===== config.mk =====
export PLATFORM = sky130hd
export DESIGN_NAME = coin_conditioner
export DESIGN_NICKNAME = d
export VERILOG_FILES = /design/src/rtl/coin_conditioner.sv
export SDC_FILE = /design/constraint.sdc
export NUM_CORES = 1
export LEC_CHECK = 0
export CAP_MARGIN = 10
export CORE_MARGIN = 2
export CORE_UTILIZATION = 49
export CTS_CLUSTER_DIAMETER = 30
export DETAILED_ROUTE_END_ITERATION = 16
export GPL_TIMING_DRIVEN = 0
export PLACE_DENSITY = 0.69
export SYNTH_ARGS = -nofsm -noshare
export SYNTH_HDL_FRONTEND = slang
export SYNTH_SLANG_ARGS = --single-unit

===== constraint.sdc =====
create_clock -name clk -period 3.33 [get_ports clk]
set_input_delay 0.666 -clock clk [delete_from_list [all_inputs] [get_ports clk]]
set_output_delay 0.666 -clock clk [all_outputs]
set_load 0.005 [all_outputs]

===== src/rtl/coin_conditioner.sv =====
// rtl/coin_conditioner.sv - debounced coin pushbuttons queued into one-cycle coin pulses
//
// Ports:
//   clk       rising-edge clock
//   rst       asynchronous active-low reset
//   five_raw  raw bouncy 5-cent button
//   ten_raw   raw bouncy 10-cent button
//   ready     vending core accepts a coin pulse (sampled only in IDLE)
//   five      registered one-cycle 5-cent pulse
//   ten       registered one-cycle 10-cent pulse
//   pending   number of queued coin events
//   overflow  sticky: a coin event was dropped
module coin_conditioner #(
    parameter int DB_CYCLES  = 4,
    parameter int FIFO_DEPTH = 4
) (
    input  logic                          clk,
    input  logic                          rst,
    input  logic                          five_raw,
    input  logic                          ten_raw,
    input  logic                          ready,
    output logic                          five,
    output logic                          ten,
    output logic [$clog2(FIFO_DEPTH):0]   pending,
    output logic                          overflow
);

    localparam int PW = $clog2(FIFO_DEPTH);
    localparam int CW = PW + 1;
    localparam logic [3:0]    DB_LAST = 4'(DB_CYCLES - 1);
    localparam logic [CW-1:0] FULL_COUNT = CW'(FIFO_DEPTH);

    typedef enum logic [1:0] {
        IDLE  = 2'd0,
        PULSE = 2'd1,
        GAP   = 2'd2
    } state_t;

    // Bit 0 carries the five button, bit 1 the ten button throughout.
    logic [1:0]      meta_q;
    logic [1:0]      sync_q;
    logic [1:0]      db_q;
    logic [1:0]      db_d;
    logic [1:0]      db_prev_q;
    logic [1:0][3:0] cnt_q;
    logic [1:0][3:0] cnt_d;
    logic [1:0]      press;

    logic            mem_q [FIFO_DEPTH];
    logic [PW-1:0]   wr_ptr_q;
    logic [PW-1:0]   rd_ptr_q;
    logic [CW-1:0]   count_q;
    logic [CW-1:0]   count_d;
    logic            overflow_q;

    logic            push_req;
    logic            push;
    logic            pop;
    logic            full;
    logic            drop;
    logic            head;

    state_t          state_q;
    logic            five_q;
    logic            ten_q;

    // Two-flop synchronizers.
    always_ff @(posedge clk or negedge rst) begin
        if (!rst) begin
            meta_q <= 2'b00;
            sync_q <= 2'b00;
        end else begin
            meta_q <= {ten_raw, five_raw};
            sync_q <= meta_q;
        end
    end

    // The counter only advances while the synchronized value disagrees with
    // the debounced level; any agreement restarts the qualification window.
    always_comb begin
        db_d  = db_q;
        cnt_d = '0;
        for (int i = 0; i < 2; i++) begin
            if (sync_q[i] != db_q[i]) begin
                if (cnt_q[i] == DB_LAST) begin
                    db_d[i] = sync_q[i];
                end else begin
                    cnt_d[i] = cnt_q[i] + 4'd1;
                end
            end
        end
    end

    always_ff @(posedge clk or negedge rst) begin
        if (!rst) begin
            db_q      <= 2'b00;
            db_prev_q <= 2'b00;
            cnt_q     <= '0;
        end else begin
            db_q      <= db_d;
            db_prev_q <= db_q;
            cnt_q     <= cnt_d;
        end
    end

    // Press event lasts the single cycle after the debounced level rises.
    assign press = db_q & ~db_prev_q;

    // A ten press wins over a simultaneous five press.
    assign push_req = |press;
    assign full     = (count_q == FULL_COUNT);
    assign pop      = (state_q == IDLE) && (count_q != '0) && ready;
    assign push     = push_req && (!full || pop);
    assign drop     = (press[0] && press[1]) || (push_req && !push);
    assign head     = mem_q[rd_ptr_q];
    assign count_d  = count_q + CW'(push) - CW'(pop);

    // Storage needs no reset: only entries between the pointers are read.
    always_ff @(posedge clk) begin
        if (push) begin
            mem_q[wr_ptr_q] <= press[1];
        end
    end

    always_ff @(posedge clk or negedge rst) begin
        if (!rst) begin
            wr_ptr_q   <= '0;
            rd_ptr_q   <= '0;
            count_q    <= '0;
            overflow_q <= 1'b0;
        end else begin
            if (push) begin
                wr_ptr_q <= wr_ptr_q + PW'(1);
            end
            if (pop) begin
                rd_ptr_q <= rd_ptr_q + PW'(1);
            end
            count_q <= count_d;
            if (drop) begin
                overflow_q <= 1'b1;
            end
        end
    end

    // Output sequencer: PULSE and GAP are unconditional, so consecutive
    // pulses are always at least three cycles apart.
    always_ff @(posedge clk or negedge rst) begin
        if (!rst) begin
            state_q <= IDLE;
            five_q  <= 1'b0;
            ten_q   <= 1'b0;
        end else begin
            case (state_q)
                IDLE: begin
                    if (pop) begin
                        state_q <= PULSE;
                        five_q  <= ~head;
                        ten_q   <= head;
                    end
                end
                PULSE: begin
                    state_q <= GAP;
                    five_q  <= 1'b0;
                    ten_q   <= 1'b0;
                end
                GAP: begin
                    state_q <= IDLE;
                end
                default: begin
                    state_q <= IDLE;
                    five_q  <= 1'b0;
                    ten_q   <= 1'b0;
                end
            endcase
        end
    end

    assign five     = five_q;
    assign ten      = ten_q;
    assign pending  = count_q;
    assign overflow = overflow_q;

endmodule


; ---- Word-level counts from Yosys, hierarchy flattened
; Memories as Yosys holds them, arrays and structs flattened.
; Cells that the tools add are included.
[word_totals]
regBits = 28
mem_bits_rw = 4
inputBits = 5
elab_cells = 60
n_memories = 1
[op_classes]
n_addsub = 6
n_eq_ne = 8
n_mux = 12
bitwise_logic = 4
reduce_logical = 15
[mem_list]
columns = name, depth, word_bits, read_ports, rd_clocked_by_memory_dff, wr, line_no
row1 = mem_q, 4, 1, 1, 0, 1, 49  ; logic mem_q [FIFO_DEPTH];
[op_table]
columns = op, count
row1 = $mux W4, 4
row2 = $add A4 B1 Y4 const B, 2
row3 = $eq A4 B2 Y1 const B, 2
row4 = $reduce_and A2 Y1, 3
row5 = $logic_and A1 B1 Y1, 5
row6 = $add A2 B1 Y2 const B, 2
row7 = $mux W1, 4
row8 = $pmux W1 S2, 2
row9 = $pmux W2 S2, 1
row10 = $add A3 B1 Y3, 1
row11 = $eq A3 B3 Y1 const B, 1
row12 = $reduce_bool A3 Y1, 1
row13 = $sub A3 B1 Y3, 1
row14 = $and A2 B2 Y2, 1
row15 = $eq A2 B1 Y1 const B, 1
row16 = $eq A2 B2 Y1 const B, 1
row17 = $logic_not A1 Y1, 2
row18 = $logic_not A2 Y1, 1
row19 = $logic_or A1 B1 Y1, 2
row20 = $mux W2, 1
row21 = $ne A1 B1 Y1, 2
row22 = $ne A2 B2 Y1 const B, 1
row23 = $not A1 Y1, 2
row24 = $not A2 Y2, 1
row25 = $reduce_or A2 Y1, 1

; ---- Depth between registers and ports, before layout
[depth]
word_depth = 8
mapped_depth = 11
mapped_depth_nobuf = 10

; ---- Worst setup path after synthesis
; OpenSTA, ideal clock, no wires.
[synth_timing]
path_kind = input-to-reg
start = input port ready
end = register count_q[2], in the netlist pending[2]
setup_time_ns = 0.129
t_arrival_ns = 2.501
required_time_ns = 3.201
setup_slack_ns = 0.700
cell_stages = 11
path_buffers = 1
cell_sequence = or3b_1 buf_6 a2bb2oi_4 inv_1 ha_1 inv_1 ha_1 inv_1 fa_1 xnor2_1 xnor2_1
[synth_via]
elab_chain_len = 5
[synth_rtl]
columns = item, line_no
row1 = "start, declared", 21  ; input logic ready,
row2 = $logic_and A1 B1 Y1 *, 112  ; assign pop = (state_q == IDLE) && (count_q != '0) && ready;
row3 = $logic_or A1 B1 Y1, 113  ; assign push = push_req && (!full || pop);
row4 = $logic_and A1 B1 Y1, 113
row5 = $add A3 B1 Y3, 116  ; assign count_d = count_q + CW'(push) - CW'(pop);
row6 = $sub A3 B1 Y3 *, 116
row7 = net count_d[2], 53  ; logic [CW-1:0] count_d;
row8 = "end signal, assigned", 138  ; count_q <= count_d;
row9 = "end, declared", 52  ; logic [CW-1:0] count_q;
; The timed path passes the listed nets; every way through them passes the cells marked *.
; A chain may end at the register's enable or synchronous reset.

; ---- Final worst setup path
; Same ends and word-level chain as after synthesis.

==> flow_metrics.tcl <==
set metrics [dict create \
    vias_per_cell 5.05 \
    grt_pass1_vias 693 \
    hpwlAfterDp_um 1350 \
    ir_worst_vdd_mv 0.517 \
    r2r_slack_ns 0.84 \
    maxSlewViolCount 0 \
    numCtsBuffers 5 \
    synth_cell_type_count 30 \
    clkTransAtPathRegs_ns 0.10 \
    setup_slack_ns 0.482 \
    vias 743 \
    synth_area_um2 1400 \
    powerDensity_nw_per_um2 913 \
    cts_tree "yes" \
    cts_setup_buffers 0 \
    final_cell_mix "dfrtp_1, clkdlybuf4s50_1, ha_1, inv_1" \
    drtPass1Iterations 2 \
    rows 19 \
    period_needed_ns 2.85 \
    critical_path.max_fanout 7 \
    cp-end-kind "flop" \
    synth_warnings 0 \
    antenna_found_initial 0 \
    cts_htree_levels 2 \
    postRouteWirelength_um 1890 \
    ant_nets 0 \
    finClkSkew_ns 0.00856 \
    max_slew_margin_pct 59.5 \
    rsz0062_at_grt "false" \
    crit_start "ready" \
    place_congestion 0.724 \
    pin_count 11 \
    hold_buffers 0 \
    place_ws_ns 0.101 \
    required_ns 3.59 \
    ys_ff_latch 32 \
    status "complete, no violations" \
    critical_path_class "in -> reg" \
    syn_area_per_cell_um2 14.3 \
    grt_usage_pct 13.5 \
    worst_pin_slew_ns 0.607 \
    overflow 0 \
    cts.sinks 32 \
    drive_gt1_share_pct 22.4 \
    worstHoldPathType "in -> async" \
    syn_nets 112 \
    dieWidth_um 57.5 \
    drc 0 \
    final_nets 129 \
    post-route-cell-area_um2 1600 \
    crit_arrival_ns 3.11 \
    wl_per_cell_um 12.9 \
    place_area_um2 1540 \
    hold_viol_final 0 \
    fin_setup_tns_ns 0 \
    synth.area.top_cells "dfrtp_1, edfxtp_1, ha_1" \
    timing.rr.end "pending[2]$_DFF_PN0_" \
    post-route-period-util_pct 85.5 \
    slowest_stage "clkdlybuf4s50_1" \
    antenna_cells 0 \
    max_freq_mhz 351 \
    synthDominantCellAreaShare_pct 50.0 \
    port_buffers 10 \
    crit_top_cell "inv_1" \
    start_kind "input port" \
    leakage_uw 0.000712 \
    ctsRootBufferMaster "clkbuf_4" \
    die_h_um 57.5 \
    crit_end "pending[2]$_DFF_PN0_" \
    rr_worst_depth 11 \
    drtIter0Drc 13 \
    synth_area_leader_cell "dfrtp_1" \
    final_common_cell "dfrtp_1" \
    seq_area_frac_synth_pct 58.6 \
    cap_violations 0 \
    grt_pass1_wl_um 3170 \
    syn_to_final_growth_pct 13.9 \
    cts_resized 0 \
    fin_cells 147 \
    dp_cells 139 \
    cpPeakStageDelay_ns 0.44 \
    core_area_um2 2730 \
    setup_viol 0 \
    insertion_delay_ns 0.33 \
    clockBufferDepth 2 \
    grt_max_degree 29 \
    r2r-start "state_q[0]$_DFFE_PN0P_" \
    netlist_instances 98 \
    crit_chain "clkdlybuf4s50_1 > or3b_1 > buf_6 > a2bb2oi_4 > inv_1 > ha_1 > inv_1 > ha_1 > inv_1 > fa_1 > xnor2_1 > xnor2_1" \
    start_util_pct 51.2 \
    die_area_um2 3300 \
]
## critical path, delay by kind of cell
kind | cells | cell delay [ns]
adder cells (fa/ha/maj) | 3 | 0.78
AO/OA/AOI/OAI | 1 | 0.22
XOR/XNOR | 2 | 0.32
buffers and inverters | 5 | 0.77
AND/OR/NAND/NOR | 1 | 0.35
## flip-flops by register name (all words and copies together), names as in the netlist
signal and flops:
overflow 1, wr_ptr_q 2, mem_q 4, pending 3, db_prev_q 2, db_q 2
five 1, meta_q 2, rd_ptr_q 2, sync_q 2, ten 1, state_q 2
cnt_q 8
## how the worst min path moves through the flow
stage                              startpoint              endpoint  slack, ns  cells past startpoint
after floorplan           meta_q[0]$_DFF_PN0_   sync_q[0]$_DFF_PN0_       0.33                      0
after global placement    meta_q[1]$_DFF_PN0_   sync_q[1]$_DFF_PN0_       0.33                      0
after detailed placement  meta_q[0]$_DFF_PN0_   sync_q[0]$_DFF_PN0_       0.33                      0
after CTS                 meta_q[0]$_DFF_PN0_   sync_q[0]$_DFF_PN0_       0.35                      0
after global routing                      rst  pending[2]$_DFF_PN0_       0.36                      1
final                                     rst  pending[2]$_DFF_PN0_       0.33                      1
## final cells by class
cell class              instances  area, um2
fillers                       233       1140
inverters                       6       22.5
well taps                      31       38.8
clock buffers                   6       51.3
flip-flops and latches         32        821
plain buffers                   1       11.3
repair buffers                 10       95.1
multi-input cells              59        546
clock inverters                 2       10.0
## cells by family after synthesis
logic type | synth area share, %
flip-flops | 58.6
AND/OR/NAND/NOR | 15.0
XOR/XNOR | 5.63
adder cells (fa/ha/maj) | 8.58
buffers and inverters | 2.41
AO/OA/AOI/OAI | 3.93
multiplexers | 5.81
## where the power goes
group	leakage [uW]	internal [uW]	switching (uW)
clock	0.0000380	100	129
sequential	0.000382	546	101
combinational	0.000292	333	247
## through the flow
step | hold WS, ns | util, % | power [uW]
final | 0.331 | 58.4 | 1460
after global routing | 0.360 | 58.4 | 1580
after CTS | 0.351 | 58.5 | 1480
after detailed placement | 0.335 | 56.3 | 1250
after global placement | 0.334 | 56.3 | 1220
after floorplan | 0.331 | - | 1070
## cell usage after synthesis
master,instances
nand3_1,2
nor3_1,2
nor2_1,3
nor2_4,1
ha_1,8
mux2i_1,1
a2bb2oi_4,1
o21bai_1,1
a21oi_1,3
mux2_2,3
and2b_2,2
inv_1,6
edfxtp_1,4
nor2b_1,2
nor3_2,1
fa_1,1
and2b_1,2
buf_6,1
nor3b_2,2
nand2b_1,3
xor2_1,4
or3b_1,1
dfrtp_1,28
and2_2,4
nor3b_1,2
a31oi_1,1
mux4_2,1
mux2_4,1
xnor2_1,5
nand3b_1,2
## per-layer routing
metal	global-route usage [%]	routed length, um	up-vias
li1	-	-	364
met3	7.03	109	6
met5	0	0	-
met4	6.98	40	0
met2	18.8	872	11
met1	17.2	870	362
(Power assumes the default switching activity.)
